`config.mk`:
```
export PLATFORM = sky130hd
export DESIGN_NAME = stim_gen_flat
export DESIGN_NICKNAME = d
export VERILOG_FILES = /design/src/rtl/stim_gen_if.sv /design/src/rtl/stim_gen.sv /design/src/flat_wrapper.sv
export SDC_FILE = /design/constraint.sdc
export NUM_CORES = 1
export LEC_CHECK = 0
export CORE_UTILIZATION = 35
export CTS_CLUSTER_SIZE = 30
export DETAILED_ROUTE_END_ITERATION = 10
export PLACE_DENSITY = 0.54
export REMOVE_ABC_BUFFERS = 1
export SYNTH_ARGS = -nofsm -noshare
export SYNTH_HDL_FRONTEND = slang
export SYNTH_SLANG_ARGS = --single-unit
```
`constraint.sdc`:
```
create_clock -name sys_clk -period 5.45 [get_ports sys_clk]
set_clock_uncertainty 0.1 [all_clocks]
set_input_delay 0.8175 -clock sys_clk [delete_from_list [all_inputs] [get_ports sys_clk]]
set_output_delay 0.8175 -clock sys_clk [all_outputs]
set_load 0.01 [all_outputs]
```
`src/rtl/stim_gen_if.sv`:
```
// Beat output channel of the stimulus generator: valid/ready handshake
// carrying one address/data pair per accepted beat.
interface stim_gen_if #(
    parameter int DATA_WIDTH = 32,
    parameter int ADDR_WIDTH = 32
) ();

    logic                  out_valid;
    logic                  out_ready;
    logic [ADDR_WIDTH-1:0] out_addr;
    logic [DATA_WIDTH-1:0] out_data;

    // Producer side: presents beats, observes back-pressure
    modport master (
        output out_valid,
        output out_addr,
        output out_data,
        input  out_ready
    );

    // Consumer side: receives beats, drives back-pressure
    modport slave (
        input  out_valid,
        input  out_addr,
        input  out_data,
        output out_ready
    );

endinterface

```
`src/rtl/stim_gen.sv`:
```
// Stimulus generator: emits a run of address/data beats on a valid/ready
// channel. Address advances by a fixed step per accepted beat; data follows
// one of four patterns (increment, decrement, Galois LFSR, constant).
// A run ends after 'count' beats (0 = endless) or on 'stop'.
module stim_gen #(
    parameter int                    DATA_WIDTH = 32,
    parameter int                    ADDR_WIDTH = 32,
    parameter int                    ADDR_STEP  = 1,
    parameter int                    DATA_STEP  = 1,
    parameter logic [DATA_WIDTH-1:0] LFSR_POLY  = DATA_WIDTH'(32'h8020_0003),
    parameter logic [DATA_WIDTH-1:0] LFSR_SEED  = DATA_WIDTH'(1)
) (
    input  logic                  sys_clk,
    input  logic                  sys_rst_n,
    input  logic                  start,
    input  logic                  stop,
    input  logic [1:0]            mode,
    input  logic [ADDR_WIDTH-1:0] count,
    input  logic [ADDR_WIDTH-1:0] addr_base,
    input  logic [DATA_WIDTH-1:0] data_base,
    stim_gen_if.master            out_if,
    output logic [ADDR_WIDTH-1:0] beat_cnt,
    output logic                  busy,
    output logic                  done
);

    typedef enum logic [1:0] {
        S_IDLE = 2'd0,
        S_RUN  = 2'd1,
        S_DONE = 2'd2
    } state_e;

    typedef enum logic [1:0] {
        M_INC   = 2'd0,
        M_DEC   = 2'd1,
        M_LFSR  = 2'd2,
        M_CONST = 2'd3
    } mode_e;

    localparam logic [ADDR_WIDTH-1:0] ASTEP = ADDR_WIDTH'(ADDR_STEP);
    localparam logic [DATA_WIDTH-1:0] DSTEP = DATA_WIDTH'(DATA_STEP);
    localparam logic [ADDR_WIDTH-1:0] AONE  = ADDR_WIDTH'(1);

    state_e                state_q, state_d;
    mode_e                 mode_q,  mode_d;
    logic [ADDR_WIDTH-1:0] count_q, count_d;
    logic [ADDR_WIDTH-1:0] addr_q,  addr_d;
    logic [DATA_WIDTH-1:0] data_q,  data_d;
    logic [ADDR_WIDTH-1:0] cnt_q,   cnt_d;
    logic                  valid_q, valid_d;
    logic                  busy_q,  busy_d;
    logic                  done_q,  done_d;

    logic                  accept;
    logic [ADDR_WIDTH-1:0] cnt_inc;

    // One Galois shift: LSB falls out; if it was set, fold the polynomial in
    function automatic logic [DATA_WIDTH-1:0] lfsr_step(input logic [DATA_WIDTH-1:0] s);
        logic [DATA_WIDTH-1:0] r;
        r = s >> 1;
        if (s[0]) begin
            r = r ^ LFSR_POLY;
        end
        return r;
    endfunction

    // Data word following 'd' for the selected pattern
    function automatic logic [DATA_WIDTH-1:0] next_data(input mode_e m,
                                                        input logic [DATA_WIDTH-1:0] d);
        logic [DATA_WIDTH-1:0] r;
        case (m)
            M_INC:   r = d + DSTEP;
            M_DEC:   r = d - DSTEP;
            M_LFSR:  r = lfsr_step(d);
            default: r = d;
        endcase
        return r;
    endfunction

    // First data word of a run; an all-zero LFSR state would lock up, so seed it
    function automatic logic [DATA_WIDTH-1:0] first_data(input mode_e m,
                                                         input logic [DATA_WIDTH-1:0] base);
        logic [DATA_WIDTH-1:0] r;
        r = base;
        if (m == M_LFSR && base == '0) begin
            r = LFSR_SEED;
        end
        return r;
    endfunction

    assign accept  = valid_q && out_if.out_ready;
    assign cnt_inc = cnt_q + AONE;

    // Next-state and registered-output logic for the IDLE/RUN/DONE controller
    always_comb begin
        state_d = state_q;
        mode_d  = mode_q;
        count_d = count_q;
        addr_d  = addr_q;
        data_d  = data_q;
        cnt_d   = cnt_q;
        valid_d = valid_q;
        busy_d  = busy_q;
        done_d  = done_q;

        case (state_q)
            S_IDLE, S_DONE: begin
                // stop outranks start; a DONE run otherwise stays frozen
                if (stop) begin
                    state_d = S_IDLE;
                    valid_d = 1'b0;
                    busy_d  = 1'b0;
                    done_d  = 1'b0;
                end else if (start) begin
                    state_d = S_RUN;
                    mode_d  = mode_e'(mode);
                    count_d = count;
                    addr_d  = addr_base;
                    data_d  = first_data(mode_e'(mode), data_base);
                    cnt_d   = '0;
                    valid_d = 1'b1;
                    busy_d  = 1'b1;
                    done_d  = 1'b0;
                end
            end

            S_RUN: begin
                // An accepted beat always advances, even on the edge that stops
                if (accept) begin
                    addr_d = addr_q + ASTEP;
                    data_d = next_data(mode_q, data_q);
                    cnt_d  = cnt_inc;
                end
                if (stop) begin
                    state_d = S_IDLE;
                    valid_d = 1'b0;
                    busy_d  = 1'b0;
                    done_d  = 1'b0;
                end else if (accept && count_q != '0 && cnt_inc == count_q) begin
                    state_d = S_DONE;
                    valid_d = 1'b0;
                    busy_d  = 1'b0;
                    done_d  = 1'b1;
                end
            end

            default: begin
                state_d = S_IDLE;
                valid_d = 1'b0;
                busy_d  = 1'b0;
                done_d  = 1'b0;
            end
        endcase
    end

    // State and output registers; reset clears the run immediately
    always_ff @(posedge sys_clk or negedge sys_rst_n) begin
        if (!sys_rst_n) begin
            state_q <= S_IDLE;
            mode_q  <= M_INC;
            count_q <= '0;
            addr_q  <= '0;
            data_q  <= '0;
            cnt_q   <= '0;
            valid_q <= 1'b0;
            busy_q  <= 1'b0;
            done_q  <= 1'b0;
        end else begin
            state_q <= state_d;
            mode_q  <= mode_d;
            count_q <= count_d;
            addr_q  <= addr_d;
            data_q  <= data_d;
            cnt_q   <= cnt_d;
            valid_q <= valid_d;
            busy_q  <= busy_d;
            done_q  <= done_d;
        end
    end

    assign out_if.out_valid = valid_q;
    assign out_if.out_addr  = addr_q;
    assign out_if.out_data  = data_q;
    assign beat_cnt         = cnt_q;
    assign busy             = busy_q;
    assign done             = done_q;

endmodule

```
`src/flat_wrapper.sv`:
```
// flat-port wrapper written by rule: the top's interface ports become plain ports
module stim_gen_flat 
#(
    parameter int                    DATA_WIDTH = 32,
    parameter int                    ADDR_WIDTH = 32,
    parameter int                    ADDR_STEP  = 1,
    parameter int                    DATA_STEP  = 1,
    parameter logic [DATA_WIDTH-1:0] LFSR_POLY  = DATA_WIDTH'(32'h8020_0003),
    parameter logic [DATA_WIDTH-1:0] LFSR_SEED  = DATA_WIDTH'(1)
)
  (sys_clk, sys_rst_n, start, stop, mode, count, addr_base, data_base, beat_cnt, busy, done, out_if_out_valid, out_if_out_addr, out_if_out_data, out_if_out_ready);
  stim_gen_if #(.DATA_WIDTH(DATA_WIDTH), .ADDR_WIDTH(ADDR_WIDTH)) out_if_i ();
  input  logic sys_clk;
  input  logic sys_rst_n;
  input  logic start;
  input  logic stop;
  input  logic [1:0] mode;
  input  logic [ADDR_WIDTH-1:0] count;
  input  logic [ADDR_WIDTH-1:0] addr_base;
  input  logic [DATA_WIDTH-1:0] data_base;
  output logic [ADDR_WIDTH-1:0] beat_cnt;
  output logic busy;
  output logic done;
  output wire logic [$bits(out_if_i.out_valid)-1:0] out_if_out_valid;
  output wire logic [$bits(out_if_i.out_addr)-1:0] out_if_out_addr;
  output wire logic [$bits(out_if_i.out_data)-1:0] out_if_out_data;
  input wire logic [$bits(out_if_i.out_ready)-1:0] out_if_out_ready;
  assign out_if_out_valid = out_if_i.out_valid;
  assign out_if_out_addr = out_if_i.out_addr;
  assign out_if_out_data = out_if_i.out_data;
  assign out_if_i.out_ready = out_if_out_ready;
  stim_gen #(.DATA_WIDTH(DATA_WIDTH), .ADDR_WIDTH(ADDR_WIDTH), .ADDR_STEP(ADDR_STEP), .DATA_STEP(DATA_STEP), .LFSR_POLY(LFSR_POLY), .LFSR_SEED(LFSR_SEED)) u_core (.sys_clk(sys_clk), .sys_rst_n(sys_rst_n), .start(start), .stop(stop), .mode(mode), .count(count), .addr_base(addr_base), .data_base(data_base), .out_if(out_if_i), .beat_cnt(beat_cnt), .busy(busy), .done(done));
endmodule
```
==> results of run 1 <==
-- flip-flops by register name, summed over array words and instances, names as in the netlist --
name                    flops
u_core.state_q              2
u_core.mode_q               2
u_core.beat_cnt            32
u_core.out_if.out_data     32
u_core.out_if.out_addr     32
u_core.count_q             32
u_core.done                 1
-- layer usage --
layer	vias to the layer above	wire length, um
met5	-	0
met4	0	662
met3	45	2430
met2	388	16700
met1	4986	16400
li1	4968	-
-- cells in the mapped netlist, types with 4 or more instances --
master      n
or4_1       9
xnor2_1    54
and4_1      7
o21ai_0   103
nor3_1     36
nor3b_1     5
o21a_1      4
inv_1      15
and2_1     12
buf_1       8
a31oi_1    14
o211ai_1    6
o22ai_1    24
nor4_1     28
o32ai_1     7
or3_1      16
nor2b_1     7
nand2_1   246
a22o_1      5
o31ai_1    16
buf_2      20
dfrtp_1   133
nand3b_1    4
nor2_1     95
a221o_1     4
xor2_1     41
a211oi_1   13
clkbuf_1   78
nand4_1    34
o41ai_1     8
nand2b_1   10
a21oi_1    99
nand3_1    48
and3_1     30
-- report_power, final --
part	total [mW]	switching [mW]	internal [mW]
Clock	1.25	0.500	0.752
Sequential	1.64	0.457	1.18
Combinational	1.63	0.845	0.786
-- cell type report --
type                       count  area share (%)
clock buffer                  19            3.60
timing repair buffer         214            16.8
sequential                   133            26.4
multi-input combinational   1051            47.7
tap                          372            3.70
antenna                        1          0.0199
inverter                      15           0.447
clock inverter                12            1.33
-- through the flow --
stage	power, mW	instances	hold slack, ns
after floorplan	2.45	1199	0.388
after global placement	3.27	1785	0.409
after detailed placement	3.27	1785	0.416
after CTS	4.53	1816	0.427
after global routing	4.80	1817	0.451
final	4.52	1817	0.374
-- cell families (layout without fill, tap and decap cells) --
| logic type | Yosys count | in the layout |
|---|---|---|
| and+or+nand+nor | 606 | 606 |
| AOI/OAI and AO/OA | 345 | 345 |
| DFF | 133 | 133 |
| buffers and inverters | 124 | 260 |
| xor gates and xnor gates | 95 | 95 |
| adders and majority gates | 3 | 3 |
| muxes | 2 | 2 |
| other | 0 | 1 |
-- layout by cell type, fill, tap and decap left out, types with 8 or more instances in the layout --
cell / n
nand2_1: 244
clkdlybuf4s50_1: 200
dfrtp_1: 133
o21ai_0: 103
a21oi_1: 99
nor2_1: 93
xnor2_1: 54
nand3_1: 48
xor2_1: 41
nor3_1: 36
nand4_1: 34
and3_1: 30
nor4_1: 27
o22ai_1: 24
clkbuf_16: 17
or3_1: 16
o31ai_1: 16
inv_1: 15
a31oi_1: 14
a211oi_1: 13
buf_4: 13
and2_1: 11
nand2b_1: 10
or4_1: 9
o41ai_1: 8
-- worst min-delay path by stage --
stage / endpoint / slack [ns] / cells after the start
after floorplan: u_core.count_q[16] / 0.39 / 2
after global placement: u_core.count_q[5] / 0.41 / 2
after detailed placement: u_core.count_q[5] / 0.42 / 2
after CTS: u_core.count_q[7] / 0.43 / 1
after global routing: u_core.count_q[7] / 0.45 / 1
final: u_core.count_q[7] / 0.37 / 1
==> flow_summary_export.csv, run 1 <==
group,metric,value,unit
outcome,status,"finished clean",
routing,vias,10400,
sta,setup_tns,0,ns
critical_path,worstReg2RegEnd,"u_core.state_q[0]",
critical_path,rrSetupSlack,1.78,ns
layout,regArea,3330,um2
sta,finalHoldViolCount,0,
global_routing,busiest_layer,"met2",
critical_path,slowest_stage,"nor4_2",
floorplanning,coreArea,27200,um2
yosys,avgSynthCellArea,7.49,um2
power_and_ir_drop,power-per-cell-area,359,nW/um2
floorplanning,std_cell_rows,60,
sta,worst_slack,1.78,ns
routing,drc,0,
min_path,hp-class,"in -> async",
clock_tree,htreeDepth,4,
global_routing,grt_max_degree,87,
critical_path,r2r_cells,9,
critical_path,crit_arrival,3.89,ns
sta,tightestPinTransition,1.13,ns
sta,finalSetupViolCount,0,
global_routing,grt_remaining_overflow,0,
place,place_area,12000,um2
clock_tree,ctsResizeCount,0,
clock_tree,clkTransAtPathRegs,0.06,ns
global_routing,grt_use_met2,40.5,%
critical_path,cp-endpoint,"u_core.state_q[0]",
critical_path,cp_max_fo,14,
critical_path,crit_start,"u_core.beat_cnt[0]",
layout,fillers,2774,
yosys,synth_edf_count,0,
routing,via_per_inst,5.72,
global_routing,first_global_vias,9982,
global_routing,met1_usage,34.8,%
floorplanning,initial_utilization,36.0,%
critical_path,required,5.67,ns
power_and_ir_drop,p_leak,4.89,nW
layout,final_util,46.3,%
routing,drt_wl_total,36.2,mm
sta,fin_crit,3.67,ns
floorplanning,die_w,169,um
sta,slew_violations,0,
routing,route.detailed.wl_per_inst,19.9,um
layout,nets,1538,
critical_path,cpMostUsedCell,"nor4_2",
yosys,async_reset_ff_share,100,%
global_routing,use_met3,4.90,%
critical_path,worstSetupEndpointType,"register",
critical_path,path_buf_inv,0,
sta,timing.fmax,272,MHz
yosys,synthDistinctLibCells,75,
critical_path,critPathMaxStageDelay,0.94,ns
routing,drt_pass1_iterations,5,
clock_tree,clock_latency,0.43,ns
yosys,synthFlopType,"dfrtp_1",
global_routing,antenna_found_initial,1,
global_routing,grt_pass1_wl,57.0,mm
yosys,synth.top_cells.by_area,"dfrtp_1, nand2_1, o21ai_0, a21oi_1, xnor2_1",
floorplanning,chipHeight,169,um
yosys,synth_seq_cells,133,
yosys,synth_compound_area_share,21.8,%
layout,drive_gt1_share,5.06,%
place,place_ws,1.78,ns
job,max_cap_viol_count,0,
layout,multiInputGateArea,6000,um2
yosys,yosys.area_share.simple,30.1,%
yosys,synthXorXnorAreaFrac,8.49,%
critical_path,reg2reg_from,"u_core.beat_cnt[0]",
yosys,ys.warnings.count,0,
layout,fin_area,12600,um2
clock_tree,cts_tree,"yes",
yosys,synth_top_cell_by_area,"dfrtp_1",
clock_tree,cts_buffer_depth,2,
routing,drtIter0Drc,849,
yosys,netlist_area,9800,um2
yosys,synth_top_family_by_area,"simple AND/OR/NAND/NOR gates",
yosys,synth_cells,1308,
clock_tree,cts_buffers,17,
global_routing,grt.total_usage,25.4,%
critical_path,cp.depth,9,
floorplanning,die_area,28700,um2
clock_tree,cts.sinks,133,
clock_tree,cts_setup_buffers,0,
clock_tree,cts_hold_buf,0,
place,place_hpwl,25.3,mm
routing,ant_nets,0,
yosys,ys_seq_area_share,34.0,%
critical_path,cp-start-kind,"register",
sta,rsz0062_at_grt,"false",
sta,slew_headroom,23.8,%
place,gp_congestion,0.883,
critical_path,path_delay_family,"simple AND/OR/NAND/NOR gates",
floorplanning,ioPinCount,202,
power_and_ir_drop,ir_drop,0.200,mV
critical_path,cp_cell_sequence,"ha_1, nand4_1, nor4_2, xnor2_1, nand2_1, or4_4, nor4_2, and4bb_1, nor2_1",
layout,syn2layout_area_growth,28.5,%
place,io_buffers,201,
yosys,synth_top_area_share,34.0,%
yosys,synth-adder-area-share,0.383,%
yosys,synth.area.mux_share,0.217,%
critical_path,critPathKind,"reg -> reg",
sta,fin_crit_sh,67.4,%
clock_tree,cts_root_buffer,"clkbuf_16",
Power figures use the tool's default switching activity.
==> inputs of run 2 (changes only) <==
Clock period 5.45 ns to 3.8 ns, I/O delays scaled along.
==> run 2 against run 1 <==
Against the previous run:
- non-clock buffer count is 16 higher
- core utilization is 0.43 points higher
- sequential cell count stayed put
- total power is 43% higher
- design area is 0.92% higher
- critical path type unchanged
- largest power group is now combinational cells
- highest routed layer unchanged
==> flow_summary_export.csv, run 2 (synthesis gave the netlist of run 1 again) <==
group,metric,value,unit
critical_path,critPathMaxStageDelay,0.50,ns
place,place_area,12100,um2
sta,hold_slack,0.0997,ns
floorplanning,die_area,28700,um2
outcome,status,"finished clean",
global_routing,antenna_found_initial,0,
layout,drive_gt1_share,6.03,%
clock_tree,clock_latency,0.43,ns
critical_path,reg2reg_from,"u_core.beat_cnt[0]",
critical_path,crit_arrival,3.53,ns
clock_tree,cts_tree,"yes",
clock_tree,cts_root_buffer,"clkbuf_16",
place,io_buffers,201,
power_and_ir_drop,p_leak,4.96,nW
sta,slew_violations,0,
sta,fin_crit,3.31,ns
place,place_hpwl,24.8,mm
sta,finalHoldViolCount,0,
power_and_ir_drop,p_comb_share,37.2,%
power_and_ir_drop,netSwitchingPower,2.56,mW
routing,ant_nets,0,
clock_tree,ctsResizeCount,0,
sta,tightestPinTransition,0.891,ns
place,dp.cells,1801,
layout,final_util,46.7,%
layout,nets,1554,
global_routing,first_global_vias,9902,
critical_path,critPathKind,"reg -> reg",
power_and_ir_drop,power-per-cell-area,510,nW/um2
sta,slew_headroom,40.4,%
power_and_ir_drop,seq_power_share,35.5,%
critical_path,required,4.01,ns
critical_path,rrSetupSlack,0.49,ns
place,place_ws,0.516,ns
clock_tree,cts_buffers,17,
layout,final_cell_mix,"nand2_1, clkdlybuf4s50_1, dfrtp_1, o21ai_0, a21oi_1",
sta,setup_tns,0,ns
critical_path,path_delay_family,"simple AND/OR/NAND/NOR gates",
critical_path,worstSetupEndpointType,"register",
sta,worst_slack,0.489,ns
critical_path,cp_max_fo,10,
critical_path,cp_cell_sequence,"ha_1, nand4_1, nor4_1, xnor2_1, o21ai_0, or4_4, nor4_2, and4bb_1, nor2_1",
power_and_ir_drop,swShare,39.6,%
global_routing,grt_pass1_wl,56.3,mm
sta,timing.fmax,302,MHz
layout,insertedDiodeCount,0,
routing,route.detailed.wl_per_inst,19.4,um
layout,final_cells,1832,
global_routing,grt_remaining_overflow,0,
layout,syn2layout_area_growth,29.7,%
routing,vias,10400,
layout,fillers,2711,
critical_path,worstReg2RegEnd,"u_core.state_q[0]",
routing,drc,0,
floorplanning,std_cell_rows,60,
global_routing,grt_max_degree,76,
floorplanning,initial_utilization,36.0,%
clock_tree,cts_hold_buf,0,
clock_tree,htreeDepth,4,
critical_path,path_buf_inv,0,
power_and_ir_drop,ir_drop,0.305,mV
critical_path,r2r_cells,9,
clock_tree,cts_setup_buffers,0,
power_and_ir_drop,total_power,6.47,mW
min_path,hp-class,"in -> async",
sta,fin_crit_sh,87.1,%
global_routing,grt.total_usage,25.1,%
power_and_ir_drop,p_int,3.91,mW
floorplanning,chipHeight,169,um
critical_path,cp-start-kind,"register",
floorplanning,coreArea,27200,um2
sta,rsz0062_at_grt,"false",
clock_tree,clkTransAtPathRegs,0.06,ns
sta,finalSetupViolCount,0,
power_and_ir_drop,clkPwrFrac,27.3,%
clock_tree,cts.sinks,133,
critical_path,slowest_stage,"dfrtp_1",
clock_tree,cts_buffer_depth,2,
routing,drt_pass1_iterations,7,
routing,via_per_inst,5.65,
job,max_cap_viol_count,0,
routing,drtIter0Drc,821,
floorplanning,die_w,169,um
routing,drt_wl_total,35.5,mm
floorplanning,ioPinCount,202,
layout,final_common_cell,"nand2_1",
layout,fin_area,12700,um2
place,gp_congestion,0.851,
-- run 2: cell count changes in the layout (fill, tap and decap cells not counted) --
cell | before | now
clkinvlp_4 | 1 | 3
buf_12 | 0 | 1
buf_4 | 13 | 28
clkinv_2 | 0 | 1
nor2_1 | 93 | 94
clkbuf_8 | 2 | 1
diode_2 | 1 | 0
nor2_2 | 1 | 0
clkinv_4 | 3 | 1
-- run 2: power by group through the flow --
stage | sequential (mW) | combinational (mW) | clock (mW)
after floorplan | 2.26 | 1.25 | 0
after global placement | 2.30 | 2.39 | 0
after detailed placement | 2.30 | 2.40 | 0
after CTS | 2.28 | 2.42 | 1.81
after global routing | 2.36 | 2.65 | 1.86
final | 2.30 | 2.41 | 1.77
-- run 2: how the worst max path moves through the flow --
stage                       start                         end  slack (ns)  cells after the start
2_1_floorplan   u_core.state_q[0]  u_core.out_if.out_data[16]       -3.26                      8
3_3_place_gp   u_core.beat_cnt[0]           u_core.state_q[0]        0.67                      9
3_5_place_dp   u_core.beat_cnt[0]           u_core.state_q[0]        0.52                      9
4_1_cts        u_core.beat_cnt[0]           u_core.state_q[0]        0.46                      9
5_1_grt        u_core.beat_cnt[0]           u_core.state_q[1]        0.19                      9
6_report       u_core.beat_cnt[0]           u_core.state_q[0]        0.49                      9
-- run 2: cell type report --
type	instances	area (um2)	share of cell area, %
Multi-Input combinational cell	1051	6000	47.2
Timing Repair Buffer	230	2240	17.7
Sequential cell	133	3330	26.2
Clock buffer	18	439	3.46
Inverter	15	56.3	0.443
Clock inverter	13	170	1.34
Tap cell	372	465	3.66
-- run 2: routing by layer --
| metal | track usage [%] | up-vias | wire, um | part of all wire, % |
|---|---|---|---|---|
| met5 | 0 | - | 0 | 0 |
| met4 | 6.97 | 0 | 562 | 1.6 |
| met3 | 4.17 | 37 | 2110 | 5.9 |
| met2 | 39.6 | 346 | 16400 | 46 |
| met1 | 35.2 | 4972 | 16400 | 46 |
| li1 | - | 5000 | - | - |
-- run 2: worst register-to-register path, cell delays in order (launching register included) --
cell and delay, ns:
dfrtp_1 0.50, ha_1 0.44, nand4_1 0.35, nor4_1 0.50, xnor2_1 0.17, o21ai_0 0.12, or4_4 0.49, nor4_2 0.26
and4bb_1 0.24, nor2_1 0.04
==> inputs of run 3 (changes only) <==
Settings changed: CAP_MARGIN set to 20, CORE_UTILIZATION 35 to 50, PLACE_DENSITY 0.54 to 0.74.
==> run 3 against run 2 <==
Against the previous run:
- register-to-register slack got worse by 0.03 ns
- critical path depth did not move
- setup slack lost 0.029 ns
- largest power group unchanged
- total power up 0.48%
- first-iteration DRC count rose by 43%
- non-clock buffer count decreased by 3
- largest cell class unchanged
- global-route usage increased by 8.7 points
- sequential power barely moved
- design area down 1.1%
==> flow_summary_export.csv, run 3 (synthesis gave the netlist of run 1 again) <==
group,metric,value,unit
outcome,status,"finished clean",
critical_path,critPathMaxStageDelay,0.54,ns
job,max_cap_viol_count,0,
critical_path,crit_arrival,3.55,ns
floorplanning,die_w,142,um
clock_tree,cts.sinks,133,
routing,ant_nets,0,
routing,drtIter0Drc,1171,
sta,tightestPinTransition,0.928,ns
clock_tree,ctsResizeCount,0,
routing,wl_met1,14.6,mm
clock_tree,clkTransAtPathRegs,0.06,ns
floorplanning,std_cell_rows,50,
critical_path,cp_cell_sequence,"ha_1, nand4_1, nor4_1, xnor2_1, o21ai_0, or4_4, nor4_2, nand4b_1, o41ai_1",
routing,drt_pass1_iterations,6,
place,place_hpwl,23.0,mm
clock_tree,cts_root_buffer,"clkbuf_16",
power_and_ir_drop,total_power,6.50,mW
critical_path,required,4.01,ns
floorplanning,initial_utilization,51.7,%
routing,routed.top_layer,"met4",
routing,wl_met2,14.8,mm
sta,timing.fmax,299,MHz
layout,final_common_cell,"nand2_1",
sta,slew_violations,0,
critical_path,crit_start,"u_core.beat_cnt[0]",
critical_path,cp_max_fo,10,
layout,drive_gt1_share,5.76,%
clock_tree,clock_latency,0.44,ns
layout,multiInputGateArea,6000,um2
clock_tree,cts_tree,"yes",
sta,rsz0062_at_grt,"false",
global_routing,grt.total_usage,33.8,%
global_routing,grt_pass1_wl,53.4,mm
layout,fillers,1641,
critical_path,critPathKind,"reg -> reg",
place,io_buffers,201,
min_path,hp-class,"in -> async",
clock_tree,cts_buffers,17,
sta,finalSetupViolCount,0,
floorplanning,coreArea,19000,um2
global_routing,first_global_vias,9979,
sta,finalHoldViolCount,0,
routing,wl_met3,3.08,mm
layout,syn2layout_area_growth,28.2,%
global_routing,grt_remaining_overflow,0,
power_and_ir_drop,power-per-cell-area,518,nW/um2
sta,slew_headroom,37.9,%
critical_path,cp-start-kind,"register",
layout,final_util,66.3,%
clock_tree,htreeDepth,4,
routing,route.detailed.wl_per_inst,19.4,um
critical_path,slowest_stage,"nor4_1",
critical_path,cp-endpoint,"u_core.state_q[1]",
routing,vias,10700,
routing,via_per_inst,6.24,
global_routing,antenna_found_initial,0,
sta,fin_crit,3.34,ns
clock_tree,cts_buffer_depth,2,
layout,final_cell_mix,"nand2_1, clkdlybuf4s50_1, dfrtp_1, o21ai_0, a21oi_1",
critical_path,r2r_cells,9,
sta,fin_crit_sh,87.9,%
routing,drt_wl_total,33.3,mm
global_routing,grt_max_degree,72,
clock_tree,cts_hold_buf,0,
sta,hold_slack,0.0504,ns
critical_path,worstSetupEndpointType,"register",
critical_path,rrSetupSlack,0.46,ns
layout,regArea,3330,um2
routing,drc,0,
floorplanning,ioPinCount,202,
floorplanning,die_area,20200,um2
place,gp_congestion,0.967,
critical_path,reg2reg_from,"u_core.beat_cnt[0]",
clock_tree,cts_setup_buffers,0,
power_and_ir_drop,p_leak,4.95,nW
critical_path,worstReg2RegEnd,"u_core.state_q[1]",
power_and_ir_drop,ir_drop,0.349,mV
layout,nets,1551,
layout,insertedDiodeCount,0,
floorplanning,chipHeight,142,um
[run 3: worst min-delay path by stage]
stage                                           from                         end  cells past startpoint
after CTS                                  sys_rst_n          u_core.beat_cnt[6]                      1
after global routing                       sys_rst_n          u_core.count_q[10]                      1
after floorplan                            sys_rst_n          u_core.beat_cnt[0]                      0
final                                      sys_rst_n          u_core.beat_cnt[6]                      1
after global placement    u_core.out_if.out_addr[19]  u_core.out_if.out_addr[19]                      1
after detailed placement           u_core.count_q[9]           u_core.count_q[9]                      2
[run 3: power breakdown]
group          switching (mW)  internal [mW]
Clock                   0.701           1.11
Combinational            1.25           1.15
Sequential              0.610           1.70
Total                    2.56           3.95
[run 3: metrics by stage]
stage,instances,worst slack [ns],instance area (um2),TNS (ns)
detailed placement,1686,0.534,11900,0
global route,1718,0.232,12600,0
global placement,1686,0.667,11900,0
floorplan,1199,-3.26,9360,-177.79
finish,1718,0.460,12600,0
CTS,1718,0.500,12600,0
[run 3: final cells by class]
cell class,count,area share [%]
timing repair buffer,227,17.7
sequential,133,26.5
clock buffer,18,3.42
clock inverter,14,1.59
tap,260,2.59
multi-input combinational,1051,47.8
inverter,15,0.448
[run 3: worst max-delay path: cells and delay by family (launching register included)]
kind | cells | cell delay, ns
and+or+nand+nor | 5 | 1.81
DFF | 1 | 0.50
adders and majority gates | 1 | 0.44
AOI/OAI and AO/OA | 2 | 0.21
xor gates and xnor gates | 1 | 0.17
[run 3: per-layer routing]
metal,track usage (%),vias up
met1,47.9,5109
met3,7.07,67
met5,0,-
li1,-,4987
met2,50.8,550
met4,12.5,0
